===== config.mk =====
export PLATFORM = sky130hd
export DESIGN_NAME = fifo_write_arbiter_flat
export DESIGN_NICKNAME = d
export VERILOG_FILES = /design/src/rtl/fifo_pkg.sv /design/src/rtl/fifo_write_arbiter_if.sv /design/src/rtl/fifo_write_arbiter_rr_pick.sv /design/src/rtl/fifo_write_arbiter.sv /design/src/flat_wrapper.sv
export SDC_FILE = /design/constraint.sdc
export NUM_CORES = 1
export LEC_CHECK = 0
export CORE_MARGIN = 10
export CORE_UTILIZATION = 35
export CTS_BUF_LIST = sky130_fd_sc_hd__clkbuf_4
export CTS_CLUSTER_SIZE = 20
export DETAILED_ROUTE_END_ITERATION = 7
export DONT_BUFFER_PORTS = 1
export GPL_TIMING_DRIVEN = 0
export PLACE_DENSITY = 0.59
export SETUP_SLACK_MARGIN = 0.5
export SLEW_MARGIN = 20
export SYNTH_ARGS = -nofsm -noshare
export SYNTH_HDL_FRONTEND = slang
export SYNTH_SLANG_ARGS = --single-unit
export TNS_END_PERCENT = 100

===== constraint.sdc =====
create_clock -name rx_clock -period 1.65 [get_ports rx_clock]
set_clock_uncertainty 0.1 [all_clocks]
set_input_delay 0.0825 -clock rx_clock [delete_from_list [all_inputs] [get_ports rx_clock]]
set_output_delay 0.0825 -clock rx_clock [all_outputs]
set_load 0.05 [all_outputs]

===== src/rtl/fifo_pkg.sv =====
// -----------------------------------------------------------------------------
// fifo_pkg
//
// Shared constants and types for the 10-entry byte FIFO and its write-port
// arbiter (fifo_write_arbiter).
//
// Contents:
//   FIFO_DEPTH  - number of entries in the FIFO; also the longest burst a
//                 single grant may write.
//   DATA_WIDTH  - FIFO word width (rx_data).
//   BEAT_W      - width of the arbiter beat and idle counters.
//   STAT_W      - width of each per-requester accepted-word counter.
//   OWNER_W     - width of owner_id / last_owner (covers up to 8 requesters).
//   arb_state_e - arbiter state encoding (ARB_IDLE / ARB_BURST).
// -----------------------------------------------------------------------------
package fifo_pkg;

  localparam int FIFO_DEPTH = 10;
  localparam int DATA_WIDTH = 8;
  localparam int BEAT_W     = 4;
  localparam int STAT_W     = 16;
  localparam int OWNER_W    = 3;

  typedef enum logic {
    ARB_IDLE  = 1'b0,
    ARB_BURST = 1'b1
  } arb_state_e;

endpackage : fifo_pkg


===== src/rtl/fifo_write_arbiter_if.sv =====
// -----------------------------------------------------------------------------
// fifo_write_arbiter_if
//
// Bundles the requester handshake and the FIFO write port that the arbiter
// sits between.
//
// Parameters:
//   NUM_REQ    - number of requesters (2..8)
//   DATA_WIDTH - word width
//
// Signals:
//   req_valid [NUM_REQ]            - requester i has a word; held until acked
//   req_last  [NUM_REQ]            - the presented word ends requester i's burst
//   req_data  [NUM_REQ*DATA_WIDTH] - requester i at [i*DATA_WIDTH +: DATA_WIDTH]
//   req_ack   [NUM_REQ]            - one-hot, word accepted this cycle
//   fifo_full                      - FIFO Full_Flag
//   rx_data   [DATA_WIDTH]         - write data into the FIFO
//   rx_irq                         - write strobe into the FIFO
//
// Modports:
//   master - the environment: requesters plus the FIFO status flag
//   slave  - the arbiter
// -----------------------------------------------------------------------------
interface fifo_write_arbiter_if #(
  parameter int NUM_REQ    = 4,
  parameter int DATA_WIDTH = 8
);

  logic [NUM_REQ-1:0]            req_valid;
  logic [NUM_REQ-1:0]            req_last;
  logic [NUM_REQ*DATA_WIDTH-1:0] req_data;
  logic [NUM_REQ-1:0]            req_ack;
  logic                          fifo_full;
  logic [DATA_WIDTH-1:0]         rx_data;
  logic                          rx_irq;

  modport master (
    output req_valid,
    output req_last,
    output req_data,
    output fifo_full,
    input  req_ack,
    input  rx_data,
    input  rx_irq
  );

  modport slave (
    input  req_valid,
    input  req_last,
    input  req_data,
    input  fifo_full,
    output req_ack,
    output rx_data,
    output rx_irq
  );

endinterface : fifo_write_arbiter_if


===== src/rtl/fifo_write_arbiter_rr_pick.sv =====
// -----------------------------------------------------------------------------
// rr_pick
//
// Combinational round-robin selector. Scans last_owner+1, last_owner+2, ...
// (modulo NUM_REQ) and returns the first requester whose valid bit is set.
// last_owner itself is scanned last, so it only wins when nobody else wants
// the port.
//
// Parameters:
//   NUM_REQ    - number of requesters (2..8)
//
// Ports:
//   valid      in  [NUM_REQ] request vector
//   last_owner in  [3]       most recent owner (lowest priority this round)
//   pick       out [3]       selected requester (0 when none valid)
//   any_valid  out           at least one valid bit set
// -----------------------------------------------------------------------------
module rr_pick
  import fifo_pkg::*;
#(
  parameter int NUM_REQ = 4
) (
  input  logic [NUM_REQ-1:0] valid,
  input  logic [OWNER_W-1:0] last_owner,
  output logic [OWNER_W-1:0] pick,
  output logic               any_valid
);

  // Walk the priority ring from lowest to highest priority so that the
  // final assignment is the requester closest after last_owner.
  always_comb begin
    // NOTE: every output gets a default before the loop; otherwise an
    // all-zero valid vector would leave pick unassigned and infer a latch.
    pick      = '0;
    any_valid = 1'b0;
    for (int k = NUM_REQ; k >= 1; k--) begin
      for (int i = 0; i < NUM_REQ; i++) begin
        if (valid[i] && (i == (int'(last_owner) + k) % NUM_REQ)) begin
          pick      = OWNER_W'(i);
          any_valid = 1'b1;
        end
      end
    end
  end

endmodule : rr_pick


===== src/rtl/fifo_write_arbiter.sv =====
// -----------------------------------------------------------------------------
// fifo_write_arbiter
//
// Shares the single write port (rx_data / rx_irq) of the 10-entry byte FIFO
// among NUM_REQ requesters in the rx_clock domain.
//
// Arbitration is round-robin and burst-atomic: once granted, a requester
// keeps the port until it presents a word with req_last, has written
// MAX_BURST words, or leaves req_valid low for IDLE_TIMEOUT consecutive
// cycles. Each grant costs one bubble cycle in IDLE. The write path in BURST
// is combinational, so the FIFO and the requester see the transfer at the
// same edge and fifo_full is never stale. A full FIFO stalls the owner
// without counting as idle; the grant is kept for as long as it stays full.
//
// Parameters:
//   NUM_REQ      - number of requesters (2..8)
//   DATA_WIDTH   - word width, matches the FIFO rx_data width
//   MAX_BURST    - maximum beats per grant (FIFO depth), at most 16
//   IDLE_TIMEOUT - idle cycles before a grant is revoked, at most 16
//
// Ports:
//   rx_clock     in   clock, all state changes on its rising edge
//   reset        in   synchronous, active-high reset
//   bus          if   fifo_write_arbiter_if.slave (requesters + FIFO port)
//   owner_id     out  [3] current or most recent owner
//   busy         out  high while a grant is held (state BURST)
//   burst_abort  out  one-cycle pulse after a grant is revoked by timeout
//
// Optional (macro FIFO_WRITE_ARB_STATS_EN):
//   stats_clear  in   synchronously zeroes all accept counters
//   accept_count out  [NUM_REQ*16] per-requester saturating counts of
//                     accepted words, packed like req_data
// -----------------------------------------------------------------------------
module fifo_write_arbiter #(
  parameter int NUM_REQ      = 4,
  parameter int DATA_WIDTH   = fifo_pkg::DATA_WIDTH,
  parameter int MAX_BURST    = fifo_pkg::FIFO_DEPTH,
  parameter int IDLE_TIMEOUT = 15
) (
  input  logic                         rx_clock,
  input  logic                         reset,
  fifo_write_arbiter_if.slave          bus,
  output logic [fifo_pkg::OWNER_W-1:0] owner_id,
  output logic                         busy,
  output logic                         burst_abort
`ifdef FIFO_WRITE_ARB_STATS_EN
  ,
  input  logic                                 stats_clear,
  output logic [NUM_REQ*fifo_pkg::STAT_W-1:0]  accept_count
`endif
);

  import fifo_pkg::*;

  localparam logic [0:0] ST_IDLE  = ARB_IDLE;
  localparam logic [0:0] ST_BURST = ARB_BURST;

  logic [0:0]            state;
  logic [OWNER_W-1:0]    last_owner;
  logic [BEAT_W-1:0]     beat_cnt;
  logic [BEAT_W-1:0]     idle_cnt;

  logic [OWNER_W-1:0]    pick;
  logic                  any_valid;

  logic                  owner_valid;
  logic                  owner_last;
  logic [DATA_WIDTH-1:0] owner_data;
  logic                  accept;
  logic                  beat_done;
  logic                  idle_done;

  // ---------------------------------------------------------------------------
  // Next-owner selection (only consulted in IDLE)
  // ---------------------------------------------------------------------------
  rr_pick #(
    .NUM_REQ (NUM_REQ)
  ) u_rr_pick (
    .valid      (bus.req_valid),
    .last_owner (last_owner),
    .pick       (pick),
    .any_valid  (any_valid)
  );

  // ---------------------------------------------------------------------------
  // Owner lane mux
  // ---------------------------------------------------------------------------
  always_comb begin
    owner_valid = 1'b0;
    owner_last  = 1'b0;
    owner_data  = '0;
    for (int i = 0; i < NUM_REQ; i++) begin
      if (owner_id == OWNER_W'(i)) begin
        owner_valid = bus.req_valid[i];
        owner_last  = bus.req_last[i];
        owner_data  = bus.req_data[i*DATA_WIDTH +: DATA_WIDTH];
      end
    end
  end

  // ---------------------------------------------------------------------------
  // Combinational write path
  // ---------------------------------------------------------------------------
  // A word presented during reset is never acked: the state is discarded at
  // that edge and the requester must present the word again.
  assign accept = (state == ST_BURST) && owner_valid && !bus.fifo_full && !reset;

  assign bus.rx_irq  = accept;
  assign bus.rx_data = accept ? owner_data : '0;
  assign busy        = (state == ST_BURST);

  always_comb begin
    bus.req_ack = '0;
    for (int i = 0; i < NUM_REQ; i++) begin
      if (accept && (owner_id == OWNER_W'(i))) begin
        bus.req_ack[i] = 1'b1;
      end
    end
  end

  // Terminal compares fire before either counter can wrap, so both stay in
  // range without explicit saturation.
  assign beat_done = owner_last || (beat_cnt == BEAT_W'(MAX_BURST - 1));
  assign idle_done = (idle_cnt == BEAT_W'(IDLE_TIMEOUT - 1));

  // ---------------------------------------------------------------------------
  // Arbiter state
  // ---------------------------------------------------------------------------
  // NOTE: all state here is updated with non-blocking assignments so every
  // register samples the pre-edge values, independent of statement order.
  always_ff @(posedge rx_clock) begin
    if (reset) begin
      state       <= ST_IDLE;
      owner_id    <= '0;
      last_owner  <= OWNER_W'(NUM_REQ - 1);
      beat_cnt    <= '0;
      idle_cnt    <= '0;
      burst_abort <= 1'b0;
    end else begin
      burst_abort <= 1'b0;
      if (state == ST_IDLE) begin
        if (any_valid) begin
          owner_id <= pick;
          beat_cnt <= '0;
          idle_cnt <= '0;
          state    <= ST_BURST;
        end
      end else begin
        if (accept) begin
          beat_cnt <= beat_cnt + BEAT_W'(1);
          idle_cnt <= '0;
          if (beat_done) begin
            state      <= ST_IDLE;
            last_owner <= owner_id;
          end
        end else if (!owner_valid) begin
          // A full-FIFO stall (owner valid, no accept) is not idle time.
          idle_cnt <= idle_cnt + BEAT_W'(1);
          if (idle_done) begin
            state       <= ST_IDLE;
            last_owner  <= owner_id;
            burst_abort <= 1'b1;
          end
        end
      end
    end
  end

`ifdef FIFO_WRITE_ARB_STATS_EN
  // ---------------------------------------------------------------------------
  // Per-requester accepted-word counters, sticking at all-ones
  // ---------------------------------------------------------------------------
  always_ff @(posedge rx_clock) begin
    if (reset || stats_clear) begin
      accept_count <= '0;
    end else begin
      for (int i = 0; i < NUM_REQ; i++) begin
        if (bus.req_ack[i] && (accept_count[i*STAT_W +: STAT_W] != '1)) begin
          accept_count[i*STAT_W +: STAT_W] <= accept_count[i*STAT_W +: STAT_W] + STAT_W'(1);
        end
      end
    end
  end
`endif

endmodule : fifo_write_arbiter


===== src/flat_wrapper.sv =====
// flat-port wrapper written by rule: the top's interface ports become plain ports
module fifo_write_arbiter_flat import fifo_pkg::*;
#(
  parameter int NUM_REQ      = 4,
  parameter int DATA_WIDTH   = fifo_pkg::DATA_WIDTH,
  parameter int MAX_BURST    = fifo_pkg::FIFO_DEPTH,
  parameter int IDLE_TIMEOUT = 15
)
  (rx_clock, reset, owner_id, busy, burst_abort, bus_req_valid, bus_req_last, bus_req_data, bus_fifo_full, bus_req_ack, bus_rx_data, bus_rx_irq);
  fifo_write_arbiter_if #(.NUM_REQ(NUM_REQ), .DATA_WIDTH(DATA_WIDTH)) bus_i ();
  input  logic rx_clock;
  input  logic reset;
  output logic [fifo_pkg::OWNER_W-1:0] owner_id;
  output logic busy;
  output logic burst_abort;
  input wire logic [$bits(bus_i.req_valid)-1:0] bus_req_valid;
  input wire logic [$bits(bus_i.req_last)-1:0] bus_req_last;
  input wire logic [$bits(bus_i.req_data)-1:0] bus_req_data;
  input wire logic [$bits(bus_i.fifo_full)-1:0] bus_fifo_full;
  output wire logic [$bits(bus_i.req_ack)-1:0] bus_req_ack;
  output wire logic [$bits(bus_i.rx_data)-1:0] bus_rx_data;
  output wire logic [$bits(bus_i.rx_irq)-1:0] bus_rx_irq;
  assign bus_i.req_valid = bus_req_valid;
  assign bus_i.req_last = bus_req_last;
  assign bus_i.req_data = bus_req_data;
  assign bus_i.fifo_full = bus_fifo_full;
  assign bus_req_ack = bus_i.req_ack;
  assign bus_rx_data = bus_i.rx_data;
  assign bus_rx_irq = bus_i.rx_irq;
  fifo_write_arbiter #(.NUM_REQ(NUM_REQ), .DATA_WIDTH(DATA_WIDTH), .MAX_BURST(MAX_BURST), .IDLE_TIMEOUT(IDLE_TIMEOUT)) u_core (.rx_clock(rx_clock), .reset(reset), .bus(bus_i), .owner_id(owner_id), .busy(busy), .burst_abort(burst_abort));
endmodule

-- Yosys cells after proc, flatten, opt, wreduce, memory -nomap -nowiden
Cells that the tools add are included.
- add/sub/neg operators: 6
- equal/unequal tests: 21
- mux-type cells: 65
- bitwise logic cells: 5
- reduce and logical (&&, ||, !) cells: 42
- operators by type and width (cell ; number):
    $logic_not 32->1 ; 4
    $mux 3 ; 14
    $mux 8 ; 5
    $mux 1 ; 36
    $eq 3x3->1 const A ; 8
    $mux 4 ; 6
    $logic_and 1x1->1 ; 23
    $eq 2x3->1 const A ; 4
    $add 4x1->4 const B ; 2
    $eq 4x4->1 const B ; 2
    $mux 2 ; 4
    $reduce_or 2->1 ; 4
    $eq 3x2->1 const B ; 2
    $ne 2x2->1 const B ; 3
    $reduce_and 2->1 ; 3
    $add 2x1->2 const B ; 2
    $add 2x2->2 const B ; 2
    $and 1x1->1 const A ; 4
    $reduce_and 4->1 ; 1
    $reduce_bool 2->1 ; 2
    $reduce_or 4->1 ; 1
    $eq 3x1->1 const B ; 1
    $logic_not 3->1 ; 1
    $ne 3x3->1 const B ; 1
    other kinds (3) ; 4
- register bits: 15
- input bits: 43
- output and inout port bits: 18
- logic and storage cells: 145

-- Depth between registers and ports, before layout
Gate-level depths: netlist of the first run.
- depth after elaboration: 23
- gate-level depth with buffers: 6
- gate-level depth less buffers: 6

-- By module
From an unflattened synthesis of the first run, not the netlist that was laid out.
- cells, all modules: 161
- area, all modules: 1209.9 µm²
- modules (own cells, without submodules) (module ; instances ; cells an instance ; area an instance (µm²) ; seq. area each (µm²)):
    fifo_write_arbiter ; 1 ; 145 ; 1117.3 ; 320.3
    rr_pick ; 1 ; 16 ; 92.6 ; 0.0

-- Worst setup path before layout of the first run
Ideal clock, no wire load.
- path kind: reg2out
- from: register u_core.state (netlist: u_core.busy)
- to: output bus_req_ack[0]
- arrival time: 2.823 ns
- setup slack: -1.355 ns
- stages on the path, launching flop included: 4
- buffers on the path: 1
- path through: dfxtp_1 > buf_2 > nor3b_1 > nor4bb_1
- word-level cells in the longest chain between the ends: 5
- RTL lines (element ; RTL line ; text):
    from (decl) ; fifo_write_arbiter.sv:58 ; logic [0:0] state;
    from (signal assigned) ; fifo_write_arbiter.sv:133 ; state <= ST_IDLE;
    from (signal assigned) ; fifo_write_arbiter.sv:146 ; state <= ST_BURST;
    from (signal assigned) ; fifo_write_arbiter.sv:153 ; state <= ST_IDLE;
    $logic_and 1x1->1 (3 in a row) ; fifo_write_arbiter.sv:106 ; assign accept = (state == ST_BURST) && owner_valid && !bus.fifo_full && !reset;
    $logic_and 1x1->1 ; fifo_write_arbiter.sv:115 ; if (accept && (owner_id == OWNER_W'(i))) begin
    $mux 1 ; fifo_write_arbiter.sv:115 ;
    to (decl) ; flat_wrapper.sv:20 ; output wire logic [$bits(bus_i.req_ack)-1:0] bus_req_ack;
Every way passes these cells.

-- Final worst setup path of the first run
- from: register u_core.owner_id[1] in the netlist's numbering
- to: output bus_rx_data[2]
- word-level cells in the longest chain between the ends: 9
- RTL lines (element ; RTL line ; text):
    from (decl) ; fifo_write_arbiter.sv:43 ; output logic [fifo_pkg::OWNER_W-1:0] owner_id,
    from (signal assigned) ; fifo_write_arbiter.sv:143 ; owner_id <= pick;
    $logic_not 3->1 ; fifo_write_arbiter.sv:93 ; if (owner_id == OWNER_W'(i)) begin
    $mux 1 (4 in a row) ; fifo_write_arbiter.sv:93 ;
    $logic_and 1x1->1 (3 in a row) ; fifo_write_arbiter.sv:106 ;
    $mux 8 * ; fifo_write_arbiter.sv:109 ; assign bus.rx_data = accept ? owner_data : '0;
    to (decl) ; flat_wrapper.sv:21 ; output wire logic [$bits(bus_i.rx_data)-1:0] bus_rx_data;
Every way passes the cells marked *; elsewhere a longest branch is shown, timed or not.

==> impl_results.md, run 1 <==
- Initial antenna violation count: 0
- Most common cell in the netlist: dfxtp_1
- RR Endpoint: u_core.last_owner[0]
- Drt total wl: 3870 um
- Post-synth ARST share: 0%
- Final worst-path cycle share: 125%
- RSZ-0062 raised after global routing: true
- N_diodes: 0
- CTS Sinks: 14
- Yosys reg bits: 14
- Cell area after synthesis: 1100 sq um
- # DRC: 0
- GP Congestion: 0.744
- Core Area: 3030 sq um
- DR pass1 iterations: 4
- Critical Path Fanout Max: 5
- Hold path startpoint: bus_fifo_full
- CP Data Required Time: 1.47 ns
- Critical path type: reg2out
- Max transition margin: 49.9%
- Max Cap Viol: 0
- Synth area leaders: dfxtp_1 (26%), mux4_2 (16%), and3_1 (5.1%)
- Die Area: 5780 sq um
- P per Cell Area: 557 nW/um^2
- Std-Cell Rows: 20
- Layout Cell Area excl Fill: 1730 sq um
- Overall Global Routing Usage: 12.5%
- Layout Nets: 196
- Die X-Extent: 76.0 um
- Critical Path AT: 1.88 ns
- Post-synth top cells: dfxtp_1 (14), and3_1 (9), a21oi_1 (8), inv_1 (8), mux4_2 (8)
- Effective utilization at floorplan: 36.3%
- Final Worst Setup Slack: -0.417 ns
- Area after DPL: 1320 sq um
- Final count of hold timing violations: 0
- Status: finished, violations left
- Tmin final: 2.07 ns
- GRT Residual Overflow: 0
- Clk pin slew, worst setup/hold paths: 0.09 ns
- Via/cell ratio: 5.62
- Startpoint types: flip-flop
- Maximum clock path buffer count: 2
- Max Slew Vio Count: 0
- Die Ht: 76.0 um
- Worst Hold Class: in2reg
- VDD IR-drop max: 0.587 mV
- Syn Area/Cell: 9.23 sq um
- Area growth from synthesis to layout: 57.4%
- Violated checks: negative setup slack
- WL per Instance: 20.1 um
- Layout cells sized above 1: 52.7%
- Cell count after synthesis: 119
- IO buf count: 0
- Largest net degree at the start of global routing: 11
- Setup slack after placement: -0.289 ns
- Synth cell types: 38
- HPWL after detailed placement: 2740 um
- Fillers: 251
- Worst-skew pair later-pin latency: 0.28 ns
- Cts bufs inserted: 3
- Synth Flop Type: dfxtp_1
- R2r startpoint: u_core.owner_id[1]
- Slew @ Worst Pin: 0.751 ns
- Yosys top cell by area: dfxtp_1
- Syn Nets: 166
- Yosys warns: 0
- Iter 0 DRT Violations: 45
- Internal reg-to-reg setup slack: -0.40 ns
- Worst Setup End Kind: output port
- Leakage: 0.670 nW
- Final ANT Viol Nets: 0
- Post-synthesis sequential area ratio: 25.5%
- Hold Path Depth: 4
- Number of flops mapped to enable cells by yosys: 0
- Vias in the first global route: 1121
- Share of the synthesized area in the top cell type: 25.5%
- Path depth of the worst reg2reg path: 6
- FMAX: 484 MHz
- Root Buffer: clkbuf_4
- CP Launch Point: u_core.owner_id[1]
- Routed via count: 1079
- CTS tree: yes
- Final setup viols: 24
- # IOs: 61
- Hold Crit Endpoint: u_core.busy
- Global-route wire length before repair: 5960 um
- Htree depth: 1
-- final cells by class --
class,count,area [sq um],share of cell area (%)
tap,44,55.1,3.18
multi-input combinational,87,920,53.2
timing repair buffer,25,258,14.9
clock buffer,3,22.5,1.30
sequential,14,292,16.9
clock inverter,1,3.75,0.217
buffer,10,145,8.39
inverter,8,33.8,1.95
-- routing by layer --
metal,up-vias,GRT usage (%),share of wire (%)
li1,512,-,-
met1,511,12.9,38
met2,49,22.4,52
met3,7,5.07,8.5
met4,0,4.17,1.7
met5,-,0,0
-- registers in the layout, summed over array words and instances, names as in the netlist --
name and count:
u_core.burst_abort 1, u_core.beat_cnt 4, u_core.last_owner 2, u_core.owner_id 2, u_core.busy 1, u_core.idle_cnt 4
-- worst max-delay path, stage by stage (launching register included) --
cell       delay (ns)
dfxtp_4          0.46
buf_6            0.13
mux4_2           0.51
buf_6            0.16
clkbuf_16        0.15
and3_4           0.20
-- cell families (layout without fill, tap and decap cells) --
group / count (synthesis) / count (layout) / share of synthesized area, %
other: 1 / 1 / 0.341
buffers and inverters: 18 / 47 / 8.09
adder cells (fa/ha/maj): 4 / 4 / 4.56
AND/OR/NAND/NOR: 42 / 42 / 21.9
AO/OA/AOI/OAI: 27 / 27 / 15.9
flip-flops: 14 / 14 / 25.5
multiplexers: 11 / 11 / 22.1
XOR/XNOR: 2 / 2 / 1.59
-- power by group --
part,switching (W),total (W),leakage [nW],internal (W)
registers,0.0000341,0.000384,0.116,0.000349
logic,0.000173,0.000381,0.539,0.000208
clock network,0.000111,0.000198,0.0154,0.0000876
-- stage by stage --
stage | utilization [%] | hold WS [ns] | setup TNS [ns] | power [W] | cells
6_report | 57.1 | 0.0480 | -7.95 | 0.000963 | 192
5_1_grt | 57.1 | 0.0456 | -9.37 | 0.00102 | 192
3_3_place_gp | 43.6 | 0.0481 | -4.02 | 0.000648 | 163
4_1_cts | 52.6 | 0.0443 | -7.72 | 0.000935 | 184
2_1_floorplan | - | 0.0419 | -2.02 | 0.000617 | 119
3_5_place_dp | 43.6 | 0.0466 | -4.42 | 0.000651 | 163
-- worst max-delay path by stage --
stage | endpoint | cells past startpoint
floorplan | u_core.busy | 6
global placement | u_core.last_owner[0] | 5
detailed placement | u_core.idle_cnt[2] | 5
CTS | bus_rx_data[6] | 5
global route | bus_req_ack[0] | 4
finish | bus_rx_data[2] | 5
-- cell usage in the layout (no fill, tap or decap), drive strengths merged, types with 4 or more instances in the layout --
cell type	instances
and3	9
nor3b	4
buf	24
a21oi	8
nand3	4
ha	4
o21ai	6
clkbuf	9
dlygate4sd3	5
inv	7
nand2	6
mux4	10
nor2	7
dfxtp	14
-- timing repair --
action	CTS	global route
setup buffers	11	7
endpoints found under the setup margin	27	27
hold buffers	5	0
resized for setup	21	15
pin swaps	8	6
hold endpoints to repair	10	0
cloned	1	1
Note: power is estimated with default switching activity, not from simulation.
==> run 2: changes to the inputs <==
--- a/config.mk
+++ b/config.mk
@@ -7,7 +7,6 @@
 export LEC_CHECK = 0
 export CORE_MARGIN = 10
 export CORE_UTILIZATION = 35
-export CTS_BUF_LIST = sky130_fd_sc_hd__clkbuf_4
 export CTS_CLUSTER_SIZE = 20
 export DETAILED_ROUTE_END_ITERATION = 7
 export DONT_BUFFER_PORTS = 1
==> impl_results.md, run 2 (synthesis results as in run 1) <==
- DR pass1 iterations: 4 (unchanged)
- Final worst-path cycle share: 125% (about the same)
- Htree depth: 1 (unchanged)
- Routed via count: 1079 (unchanged)
- GP Congestion: 0.744 (unchanged)
- Cts bufs inserted: 3 (unchanged)
- Initial antenna violation count: 0 (unchanged)
- Maximum clock path buffer count: 2 (unchanged)
- RSZ-0062 raised after global routing: true (unchanged)
- Overall power consumption: 0.00102 W (was 0.000963 W)
- Tmin final: 2.06 ns (was 2.07 ns)
- IO buf count: 0 (unchanged)
- # IOs: 61 (unchanged)
- Critical Path Fanout Max: 5 (unchanged)
- Final Worst Setup Slack: -0.414 ns (was -0.417 ns)
- WL met1: 1470 um (was 1450 um)
- Met3 routed WL: 357 um (was 330 um)
- Effective utilization at floorplan: 36.3% (unchanged)
- Clk pin slew, worst setup/hold paths: 0.08 ns (was 0.09 ns)
- # DRC: 0 (unchanged)
- Max transition margin: 49.9% (about the same)
- GRT Residual Overflow: 0 (unchanged)
- FF/Latch Area: 292 sq um (unchanged)
- VDD IR-drop max: 0.601 mV (was 0.587 mV)
- WL per Instance: 20.0 um (was 20.1 um)
- Core Area: 3030 sq um (unchanged)
- Max Slew Vio Count: 0 (unchanged)
- Biggest registers after layout: u_core.beat_cnt (4), u_core.idle_cnt (4) (unchanged)
- Met2 WL: 1970 um (was 2020 um)
- Via/cell ratio: 5.62 (unchanged)
- N_diodes: 0 (unchanged)
- Critical Path AT: 1.88 ns (about the same)
- P per Cell Area: 592 nW/um^2 (was 557 nW/um^2)
- CTS tree: yes (unchanged)
- Violated checks: negative setup slack (unchanged)
- Most common cell after layout, fill and taps aside: buf_4
- Fillers: 250 (was 251)
- CTS Sinks: 14 (unchanged)
- Final ANT Viol Nets: 0 (unchanged)
- Multi-input logic area: 903 sq um (was 920 sq um)
- Hold Worst Slack: 0.0463 ns (was 0.0480 ns)
- Die X-Extent: 76.0 um (unchanged)
- Overall Global Routing Usage: 12.5% (about the same)
- Max Cap Viol: 0 (unchanged)
- Largest net degree at the start of global routing: 11 (unchanged)
- Worst-skew pair later-pin latency: 0.28 ns (about the same)
- CP Data Required Time: 1.47 ns (about the same)
- Area growth from synthesis to layout: 56.5% (was 57.4%)
- Die Area: 5780 sq um (unchanged)
- Layout cells sized above 1: 52.7% (unchanged)
- Final Non-Filler Cells: 192 (unchanged)
- Final setup viols: 25 (was 24)
- Root Buffer: clkbuf_4 (unchanged)
- Most frequent cells in the layout: buf_4 (13), dfxtp_1 (11), buf_6 (8), mux4_2 (8), and3_4 (8) (was buf_6 (11), buf_4 (11), dfxtp_1 (11))
- Top layer in use: met4 (unchanged)
- Iter 0 DRT Violations: 56 (was 45)
- Startpoint types: flip-flop (unchanged)
- Worst Hold Class: in2reg (unchanged)
- Layout Nets: 196 (unchanged)
- Final count of hold timing violations: 0 (unchanged)
- Status: finished, violations left (unchanged)
- Leakage: 0.678 nW (was 0.670 nW)
- FMAX: 485 MHz (was 484 MHz)
- Critical path type: reg2out (unchanged)
- Std-Cell Rows: 20 (unchanged)
- Slew @ Worst Pin: 0.751 ns (about the same)
- Drt total wl: 3840 um (was 3870 um)
- Die Ht: 76.0 um (unchanged)
- Placed cells: 163 (unchanged)
- Vias in the first global route: 1121 (unchanged)
- HPWL after detailed placement: 2740 um (unchanged)
- Global-route wire length before repair: 5980 um (was 5960 um)
- Worst Setup End Kind: output port (unchanged)
==> run 2: cell types whose count changed in the layout (fill, tap and decap cells not counted) <==
cell / previous run / this run
clkbuf_8: 3 / 4
buf_4: 11 / 13
nand3_1: 1 / 2
nand3_2: 3 / 2
nand2_8: 1 / 0
buf_8: 2 / 3
or2_2: 0 / 1
clkinv_1: 1 / 0
nand2_4: 2 / 3
or2_4: 2 / 1
buf_6: 11 / 8
==> run 2: worst paths after layout <==
check                startpoint                  to  slack [ns]  depth (start not counted)
min reg2reg  u_core.beat_cnt[1]  u_core.beat_cnt[1]        0.42                          2
max reg2reg  u_core.owner_id[1]  u_core.beat_cnt[2]       -0.35                          8
min            bus_req_valid[3]  u_core.owner_id[0]        0.05                          3
max          u_core.owner_id[1]      bus_rx_data[2]       -0.41                          5
==> run 2: repair_timing <==
item / CTS / global route
endpoints found under the hold margin: 10 / 0
cloned: 1 / 1
hold buffers: 5 / 0
pin swaps: 8 / 6
gates resized for setup: 21 / 11
buffers inserted: 11 / 7
setup endpoints to repair: 27 / 27
==> run 2: through the flow <==
| step | TNS [ns] | utilization, % | area (sq um) | setup WS, ns |
|---|---|---|---|---|
| after CTS | -7.76 | 53.0 | 1600 | -0.418 |
| after global routing | -9.27 | 56.8 | 1720 | -0.469 |
| final | -7.82 | 56.8 | 1720 | -0.414 |
| after global placement | -4.02 | 43.6 | 1320 | -0.306 |
| after detailed placement | -4.42 | 43.6 | 1320 | -0.289 |
| after floorplan | -2.02 | - | 1260 | -0.154 |
==> run 2: layer usage <==
layer | vias to the layer above | track usage, %
met5 | - | 0
met3 | 5 | 5.07
li1 | 509 | -
met1 | 508 | 13.0
met4 | 0 | 4.17
met2 | 57 | 22.4
==> run 2: critical path, cell delays in order, from the launching register on <==
cell and delay, ns:
dfxtp_4 0.46, buf_6 0.13, mux4_2 0.51, buf_6 0.16, clkbuf_16 0.15, and3_4 0.20
==> run 2: final cells by class <==
class                           instances  area share (%)
Multi-Input combinational cell         87            52.5
Sequential cell                        14            17.0
Timing Repair Buffer                   25            14.6
Buffer                                 10            8.66
Tap cell                               44            3.20
Clock buffer                            4            2.11
Inverter                                8            1.97
==> run 2: report_power, final <==
part	total, W	switching, W	leakage [nW]	internal, W
sequential	0.000384	0.0000340	0.116	0.000349
combinational	0.000387	0.000172	0.542	0.000215
clock	0.000247	0.000113	0.0210	0.000134
